<file path="config.mk">
export PLATFORM = sky130hd
export DESIGN_NAME = uart_tx_mmio_flat
export DESIGN_NICKNAME = d
export VERILOG_FILES = /design/src/rtl/uart_tx_mmio_pkg.sv /design/src/rtl/uart_tx_mmio_if.sv /design/src/rtl/uart_tx_mmio_tx_fifo.sv /design/src/rtl/uart_tx_mmio.sv /design/src/flat_wrapper.sv
export SDC_FILE = /design/constraint.sdc
export NUM_CORES = 1
export LEC_CHECK = 0
export ABC_AREA = 1
export CAP_MARGIN = 20
export CORE_UTILIZATION = 58
export DETAILED_ROUTE_END_ITERATION = 16
export GPL_TIMING_DRIVEN = 1
export PLACE_DENSITY = 0.87
export REMOVE_ABC_BUFFERS = 1
export SETUP_SLACK_MARGIN = 0.3
export SYNTH_ARGS = -nofsm -noshare
export SYNTH_HDL_FRONTEND = slang
export SYNTH_SLANG_ARGS = --single-unit
</file>
<file path="constraint.sdc">
create_clock -name clk -period 6.7 [get_ports clk]
set_input_delay 1.675 -clock clk [delete_from_list [all_inputs] [get_ports clk]]
set_output_delay 1.675 -clock clk [all_outputs]
set_load 0.02 [all_outputs]
</file>
<file path="src/rtl/uart_tx_mmio_pkg.sv">
// uart_tx_mmio_pkg: register map, STATUS layout and serializer state encoding shared with the address decoder
package uart_tx_mmio_pkg;
  localparam logic [3:0] OFF_TXD     = 4'h0;
  localparam logic [3:0] OFF_STATUS  = 4'h4;
  localparam logic [3:0] OFF_BAUDDIV = 4'h8;
  localparam int ST_FULL  = 0;
  localparam int ST_EMPTY = 1;
  localparam int ST_BUSY  = 2;
  localparam int ST_OVF   = 3;
  localparam int ST_CNT   = 4;
  typedef enum logic [1:0] {IDLE, START, DATA, STOP} state_t;
  // word-granular match: the two low address bits never take part in decoding
  function automatic logic reg_hit(input logic [31:0] addr, input logic [31:0] base, input logic [3:0] off);
    logic [31:0] a;
    a = base + {28'b0, off};
    return addr[31:2] == a[31:2];
  endfunction
endpackage

</file>
<file path="src/rtl/uart_tx_mmio_if.sv">
// uart_tx_mmio_if: CPU MEM-stage data bus as seen by a memory-mapped peripheral
interface uart_tx_mmio_if;
  logic [31:0] Address;
  logic [31:0] Write_data;
  logic [31:0] Read_data;
  logic        MemWrite;
  logic        MemRead;
  modport master (output Address, output Write_data, output MemWrite, output MemRead, input Read_data);
  modport slave (input Address, input Write_data, input MemWrite, input MemRead, output Read_data);
endinterface

</file>
<file path="src/rtl/uart_tx_mmio_tx_fifo.sv">
// tx_fifo: DEPTH x 8 synchronous transmit queue; a push into a full queue lands only when a pop frees a slot that same edge
module tx_fifo #(
  parameter int DEPTH = 4
) (
  input  logic                     clk,
  input  logic                     reset,
  input  logic                     push,
  input  logic                     pop,
  input  logic [7:0]               wdata,
  output logic [7:0]               rdata,
  output logic                     full,
  output logic                     empty,
  output logic [$clog2(DEPTH):0]   count
);
  localparam int AW = $clog2(DEPTH);
  localparam int CW = AW + 1;
  logic [7:0] mem [DEPTH];
  logic [AW-1:0] wr_ptr, rd_ptr;
  logic do_push, do_pop;
  assign full = count == CW'(DEPTH);
  assign empty = count == '0;
  assign do_pop = pop && !empty;
  assign do_push = push && (!full || do_pop);
  assign rdata = mem[rd_ptr];
  // storage needs no reset: pointers and count alone define what is valid
  always_ff @(posedge clk)
    if (do_push) mem[wr_ptr] <= wdata;
  // pointers wrap naturally because DEPTH is a power of two
  always_ff @(posedge clk or negedge reset)
    if (!reset) begin
      wr_ptr <= '0;
      rd_ptr <= '0;
      count <= '0;
    end else begin
      if (do_push) wr_ptr <= wr_ptr + 1'b1;
      if (do_pop) rd_ptr <= rd_ptr + 1'b1;
      count <= count + CW'(do_push) - CW'(do_pop);
    end
endmodule

</file>
<file path="src/rtl/uart_tx_mmio.sv">
// uart_tx_mmio: memory-mapped 8N1 UART transmitter with byte FIFO, programmable baud divider and idle interrupt
module uart_tx_mmio
  import uart_tx_mmio_pkg::*;
#(
  parameter logic [31:0] BASE_ADDR = 32'h4000_0018,
  parameter int          DEPTH     = 4,
  parameter logic [15:0] DIV_RST   = 16'd868
) (
  input  logic           clk,
  input  logic           reset,
  uart_tx_mmio_if.slave  bus,
  output logic           tx,
  output logic           irq
);
  localparam int CW = $clog2(DEPTH) + 1;
  state_t state, state_n;
  logic [15:0] div, bit_div, bit_div_n, cnt, cnt_n;
  logic [2:0] idx, idx_n;
  logic [7:0] shreg, shreg_n, head, status;
  logic [CW-1:0] count;
  logic tx_n, ovf, pop, full, empty, busy, tick;
  logic hit_txd, hit_status, hit_baud, txd_wr, baud_wr, status_rd;
  assign hit_txd = reg_hit(bus.Address, BASE_ADDR, OFF_TXD);
  assign hit_status = reg_hit(bus.Address, BASE_ADDR, OFF_STATUS);
  assign hit_baud = reg_hit(bus.Address, BASE_ADDR, OFF_BAUDDIV);
  assign txd_wr = bus.MemWrite && hit_txd;
  assign baud_wr = bus.MemWrite && hit_baud;
  assign status_rd = bus.MemRead && hit_status;
  assign busy = state != IDLE;
  assign irq = empty && !busy;
  assign tick = cnt == '0;
  tx_fifo #(.DEPTH(DEPTH)) u_fifo (
    .clk   (clk),
    .reset (reset),
    .push  (txd_wr),
    .pop   (pop),
    .wdata (bus.Write_data[7:0]),
    .rdata (head),
    .full  (full),
    .empty (empty),
    .count (count)
  );
  // STATUS image; only the low four count bits fit the register field
  always_comb begin
    status = '0;
    status[ST_CNT +: 4] = 4'(count);
    status[ST_OVF] = ovf;
    status[ST_BUSY] = busy;
    status[ST_EMPTY] = empty;
    status[ST_FULL] = full;
  end
  assign bus.Read_data = !bus.MemRead ? '0 : hit_status ? {24'b0, status} : hit_baud ? {16'b0, div} : '0;
  // divider register and sticky overflow; a set in the same cycle as a STATUS read wins
  always_ff @(posedge clk or negedge reset)
    if (!reset) begin
      div <= DIV_RST;
      ovf <= 1'b0;
    end else begin
      if (baud_wr) div <= (bus.Write_data[15:0] == '0) ? 16'd1 : bus.Write_data[15:0];
      ovf <= (txd_wr && full && !pop) || (ovf && !status_rd);
    end
  // frame sequencing: the divider is sampled at START so a mid-frame BAUDDIV write waits for the next frame
  always_comb begin
    state_n = state;
    cnt_n = cnt;
    bit_div_n = bit_div;
    idx_n = idx;
    shreg_n = shreg;
    tx_n = tx;
    pop = 1'b0;
    if (busy && !tick) cnt_n = cnt - 16'd1;
    else if ((state == IDLE || state == STOP) && !empty) begin
      pop = 1'b1;
      state_n = START;
      shreg_n = head;
      bit_div_n = div;
      cnt_n = div - 16'd1;
      tx_n = 1'b0;
    end else if (busy) begin
      cnt_n = bit_div - 16'd1;
      case (state)
        START: begin
          state_n = DATA;
          idx_n = '0;
          tx_n = shreg[0];
        end
        DATA: begin
          state_n = idx == 3'd7 ? STOP : DATA;
          idx_n = idx + 3'd1;
          tx_n = idx == 3'd7 ? 1'b1 : shreg[idx + 3'd1];
        end
        default: begin
          state_n = IDLE;
          tx_n = 1'b1;
        end
      endcase
    end
  end
  // serializer registers; reset drops any frame in flight and forces the line idle
  always_ff @(posedge clk or negedge reset)
    if (!reset) begin
      state <= IDLE;
      cnt <= '0;
      bit_div <= DIV_RST;
      idx <= '0;
      shreg <= '0;
      tx <= 1'b1;
    end else begin
      state <= state_n;
      cnt <= cnt_n;
      bit_div <= bit_div_n;
      idx <= idx_n;
      shreg <= shreg_n;
      tx <= tx_n;
    end
endmodule

</file>
<file path="src/flat_wrapper.sv">
// flat-port wrapper written by rule: the top's interface ports become plain ports
module uart_tx_mmio_flat import uart_tx_mmio_pkg::*;
#(
  parameter logic [31:0] BASE_ADDR = 32'h4000_0018,
  parameter int          DEPTH     = 4,
  parameter logic [15:0] DIV_RST   = 16'd868
)
  (clk, reset, tx, irq, bus_Address, bus_Write_data, bus_MemWrite, bus_MemRead, bus_Read_data);
  uart_tx_mmio_if bus_i ();
  input  logic clk;
  input  logic reset;
  output logic tx;
  output logic irq;
  input wire logic [$bits(bus_i.Address)-1:0] bus_Address;
  input wire logic [$bits(bus_i.Write_data)-1:0] bus_Write_data;
  input wire logic [$bits(bus_i.MemWrite)-1:0] bus_MemWrite;
  input wire logic [$bits(bus_i.MemRead)-1:0] bus_MemRead;
  output wire logic [$bits(bus_i.Read_data)-1:0] bus_Read_data;
  assign bus_i.Address = bus_Address;
  assign bus_i.Write_data = bus_Write_data;
  assign bus_i.MemWrite = bus_MemWrite;
  assign bus_i.MemRead = bus_MemRead;
  assign bus_Read_data = bus_i.Read_data;
  uart_tx_mmio #(.BASE_ADDR(BASE_ADDR), .DEPTH(DEPTH), .DIV_RST(DIV_RST)) u_core (.clk(clk), .reset(reset), .bus(bus_i), .tx(tx), .irq(irq));
endmodule
</file>
=== Yosys cells after proc, flatten, opt, wreduce, memory -nomap -nowiden ===
Memories as Yosys holds them, arrays and structs flattened. A register that Yosys moved wholly into a read port is not among the register bits.
Index checks and enable logic that the tools add are counted.

* Bitwise gates (word level): 2
* Order comparisons: 1
* Mux-type cells: 22
* $add $sub $neg: 8
* Reductions and logical operators: 32
* Eq/ne operators: 8

{| class="wikitable"
|+ Operators by type and width
! operator !! number
|-
| $eq 30x29->1 const B || 3
|-
| $mux 16 || 5
|-
| $mux 32 || 2
|-
| $sub 16x1->16 const B || 3
|-
| $logic_not 16->1 || 2
|-
| $logic_and 1x1->1 || 11
|-
| $mux 1 || 9
|-
| $logic_not 1->1 || 7
|-
| $eq 3x3->1 const B || 2
|-
| $pmux 3 s2 || 1
|-
| $reduce_bool 2->1 || 3
|-
| $add 2x1->2 const B || 2
|-
| $eq 2x2->1 const B || 2
|-
| $lt 3x4->1 const B || 1
|-
| $mux 2 || 2
|-
| $pmux 2 s2 || 1
|-
| $reduce_and 2->1 || 2
|-
| $reduce_and 4->1 || 1
|-
| $add 3x1->3 || 1
|-
| $add 3x1->3 const B || 1
|-
| $bmux 1 s3 || 1
|-
| $logic_not 3->1 || 1
|-
| $logic_or 1x1->1 || 3
|-
| $reduce_bool 3->1 || 1
|-
| 5 further kinds || 6
|}

* Output and inout port bits: 34
* Bits of input ports: 68
* Logic and storage cells: 84
* Flip-flop bits (word level): 62
* Memories kept: 1
* RAM bits: 32

{| class="wikitable"
|+ Memory list
! name !! words !! width !! rd ports !! clocked after Yosys merged registers in !! write ports !! RTL line !! source
|-
| u_core.u_fifo.mem || 4 || 8 || 1 || 1 || 1 || uart_tx_mmio_tx_fifo.sv:17 || <nowiki>logic [7:0] mem [DEPTH];</nowiki>
|}

=== Depth between registers and ports, before layout ===
* Depth in word-level cells: 10
* Mapped depth: 17
* Gate-level depth less buffers: 17

=== Hierarchy ===
A second synthesis with hierarchy kept.

* Cells, all modules: 738
* Area total of the unflattened synthesis: 5,828.1 sq um

{| class="wikitable"
|+ Modules (own cells, without submodules)
! module !! cells an instance !! area an instance (sq um) !! sequential area each (sq um) !! instances
|-
| uart_tx_mmio || 599 || 4,156.5 || 1,590.3 || 1
|-
| tx_fifo || 139 || 1,671.6 || 1,136.1 || 1
|}

=== Worst setup path before layout ===
Ideal clock, no wire load.

* Kind: input to output
* Start point: input bus_Address[11]
* End point: output bus_Read_data[2]
* Stages on the path: 6
* Arrival time: 3.159 ns
* Data required time: 5.025 ns
* Path slack: 1.866 ns
* Buffers on the path: 0
* Path through: or2_2 nor4_1 nand4_1 nor2_1 nand2_1 o21ai_0

* Word-level cells in the longest chain between the ends: 4
* Elaborated cells on any way between the ends: 5
* Classes of those cells: 2 x eq/ne; 3 x mux

{| class="wikitable"
|+ RTL lines
! what !! RTL line !! source
|-
| start: declaration || flat_wrapper.sv:14 || <nowiki>input wire logic [$bits(bus_i.Address)-1:0] bus_Address;</nowiki>
|-
| $eq 30x29->1 || uart_tx_mmio_pkg.sv:16 || <nowiki>return addr[31:2] == a[31:2];</nowiki>
|-
| $mux 16 || uart_tx_mmio.sv:52 || <nowiki>assign bus.Read_data = !bus.MemRead ? '0 : hit_status ? {24'b0, status} : hit_baud ? {16'b0, div} : '0;</nowiki>
|-
| $mux 32 * (2 in series) || uart_tx_mmio.sv:52 ||
|-
| end: declaration || flat_wrapper.sv:18 || <nowiki>output wire logic [$bits(bus_i.Read_data)-1:0] bus_Read_data;</nowiki>
|}

Every way passes the cells marked *; elsewhere a longest branch is shown, timed or not.

=== Final worst setup path ===
* Start point: input bus_Address[11]
* End point: output bus_Read_data[4]

Same word-level chain as after synthesis.

==> summary.md <==
| Metric | Value |
|---|---|
| Die height | 103 um |
| CP peak stage delay | 0.67 ns |
| Max Clock Freq | 168 MHz |
| DP Area | 0.00653 sq mm |
| Row cnt | 36 |
| Outcome | finished, final reports clean |
| Avg Inst Size Synth | 7.94 sq um |
| Post-Route WL | 13400 um |
| Util after Layout | 68.4% |
| Worst-margin pin slew | 0.942 ns |
| Hold path depth | 2 |
| Slack of the worst reg-to-reg path | 2.59 ns |
| Layout cells sized above 1 | 8.33% |
| # diodes | 0 |
| Hold endpoint | u_core.shreg[2] |
| Maximum Capacitance Violations | 0 |
| Final hold slack | 0.483 ns |
| Hold WC Path Type | register to register |
| Worst Clk Skew | 0.0136 ns |
| Starting density of the core | 60.3% |
| Clock tree sinks | 102 |
| IO Pins | 102 |
| Yosys reg bits | 102 |
| Share of the synthesized area in the top cell type | 24.9% |
| First-pass GRT wire length | 21900 um |
| Worst setup SP type | input port |
| Post-route clock period utilization | 88.6% |
| Seq. cell area | 0.00273 sq mm |
| Placeable Area | 0.00982 sq mm |
| Final Hold Vio Count | 0 |
| Leak Pwr | 2.89 nW |
| Cts hold-fix bufs | 0 |
| GR peak layer | met2 |
| Worst EP arrival | 4.26 ns |
| Hold Startpoint | u_core.shreg[2] |
| WL per Instance | 14.3 um |
| R2R cell count | 14 |
| Finished Cell Area | 0.00672 sq mm |
| Final Instance Count excl. Fillers | 937 |
| CP max stage cell | clkdlybuf4s50_1 |
| Ys flop type | dfrtp_1 |
| R2r startpoint | u_core.state[0] |
| Die Wd | 103 um |
| Mapped Cells | 745 |
| Critical Path End Type | primary output |
| Setup TNS | 0 ns |
| CTS root buf | clkbuf_8 |
| Max Slew Vio Count | 0 |
| DRT Pass-1 Iters | 5 |
| Crit path cell chain | clkdlybuf4s50_1, or2_2, nor4_1, nand3_1, nor4_2, nand2_1, o21ai_0, clkdlybuf4s50_1 |
| Initial antenna violation count | 0 |
| Synth area leader | dfrtp_1 |
| Peak supply drop | 0.138 mV |
| All-Layer GR Usage | 27.0% |
| Gpl congestion | 0.874 |
| Final count of negative-setup-slack endpoints | 0 |
| Synth Warn # | 0 |
| Post-route ant nets | 0 |
| CTS tree | done |
| Post CTS Setup Buffer Count | 0 |
| Mapped Area | 0.00592 sq mm |
| Multi-input gate area | 0.00262 sq mm |
| Worst slew margin | 37.1% |
| TritonCTS buffer count | 9 |
| Placed instance count | 921 |
| Most common cell after layout, fill and taps aside | nand2_1 |
| RSZ-0062 raised after global routing | no |
| Met3 GRT Util | 5.83% |
| CTS resizes | 0 |
| Most frequent cells in the layout | nand2_1, o21ai_0, inv_1 |
| Post-DP HPWL | 9740 um |
| Clk_lat worst skew | 0.39 ns |
| Die area | 0.0106 sq mm |
| DRT iter0 DRCs | 366 |
| Yosys cell types | 46 |
| CP required | 5.03 ns |
| DRC | 0 |
| Final #Nets | 880 |
| Seq/Total Area, Yosys | 46.1% |
| Grt met1 use | 34.8% |
| Pin count of the biggest net entering global routing | 71 |
| Clock buffer depth | 2 |
| Synth top area cells | dfrtp_1, edfxtp_1, nand2_1, o21ai_0, inv_1 |
| Pwr per Cell Area | 162 mW/mm^2 |
| Clock-pin slew on the worst setup and hold paths | 0.11 ns |
| Vias | 5134 |
| GR Util met2 | 45.0% |
| Vias per cell | 5.48 |
| Setup CP Type | input port to primary output |
| Congestion Overflow GR | 0 |
| Layout area overhead | 13.6% |
| PortBufs | 67 |
| Most frequent CP cell | clkdlybuf4s50_1 |
| Post-synth EDFFs | 32 |
| Min cycle time layout | 5.94 ns |
| Fillers | 786 |
| RR Endpoint | u_core.u_fifo.count[2] |
| Worst-path fanout max | 7 |
| Post-synth ARST share | 68.6% |
| H-tree depth | 3 |
| Vias in the first global route | 4773 |
[per-layer routing]
metal | share of wire (%) | up-vias
li1 | - | 2484
met1 | 42 | 2430
met2 | 49 | 196
met3 | 7.4 | 24
met4 | 2.2 | 0
met5 | 0 | -
[stage by stage]
step / total power (W) / setup slack [ns]
2_1_floorplan: 0.000672 / 1.87
3_3_place_gp: 0.000715 / 0.820
3_5_place_dp: 0.000717 / 0.754
4_1_cts: 0.00109 / 0.733
5_1_grt: 0.00112 / 0.558
6_report: 0.00109 / 0.762
[synth_stat cells (all sizes together), types with 9 or more instances]
cell type  number
a31oi           9
buf            29
clkbuf         11
dfrtp          59
dfstp          11
edfxtp         32
ha             12
inv            90
nand2         205
nand3          38
nand4          10
nor2           95
nor3           14
o21ai          91
[flip-flops by register name (all words and copies together) (netlist names)]
register / count
u_core.u_fifo.mem: 32
u_core.u_fifo.wr_ptr: 2
u_core.u_fifo.rd_ptr: 2
u_core.shreg: 8
u_core.state: 2
u_core.u_fifo.count: 3
u_core.tx: 1
u_core.bit_div: 16
u_core.div: 16
u_core.idx: 3
u_core.cnt: 16
u_core.ovf: 1
[critical path, delay by kind of cell]
| family | cells | cell delay (ns) |
|---|---|---|
| AND/OR/NAND/NOR | 5 | 1.38 |
| buffers and inverters | 2 | 1.06 |
| AO/OA/AOI/OAI | 1 | 0.14 |
[where the power goes]
group | switching [W] | internal (W) | total [W]
sequential | 0.000000000112 | 0.000642 | 0.000642
combinational | 0.0000336 | 0.0000285 | 0.0000621
clock | 0.000238 | 0.000144 | 0.000382
total | 0.000271 | 0.000815 | 0.00109
[how the worst max path moves through the flow]
stage	end	slack [ns]	start	cells after the start
6_report	bus_Read_data[4]	0.76	bus_Address[11]	8
5_1_grt	bus_Read_data[4]	0.56	bus_Address[11]	8
4_1_cts	bus_Read_data[4]	0.73	bus_Address[11]	8
3_5_place_dp	bus_Read_data[4]	0.75	bus_Address[11]	8
3_3_place_gp	bus_Read_data[4]	0.82	bus_Address[11]	8
2_1_floorplan	bus_Read_data[2]	1.87	bus_Address[11]	6
[final cells by class]
class	count	share of cell area [%]
clock buffer	9	1.84
clock inverter	7	0.987
inverter	91	5.08
multi-input combinational	527	39.0
sequential	102	40.6
tap	133	2.48
timing repair buffer	68	10.0
[logic make-up after synthesis]
family / count (synthesis) / synth area share [%]
AND/OR/NAND/NOR: 380 / 29.7
buffers and inverters: 131 / 10.6
AO/OA/AOI/OAI: 114 / 10.2
flip-flops: 102 / 46.1
adder cells (fa/ha/maj): 13 / 2.88
XOR/XNOR: 4 / 0.592
other: 1 / 0.0634
Note: power is estimated with default switching activity, not from simulation.
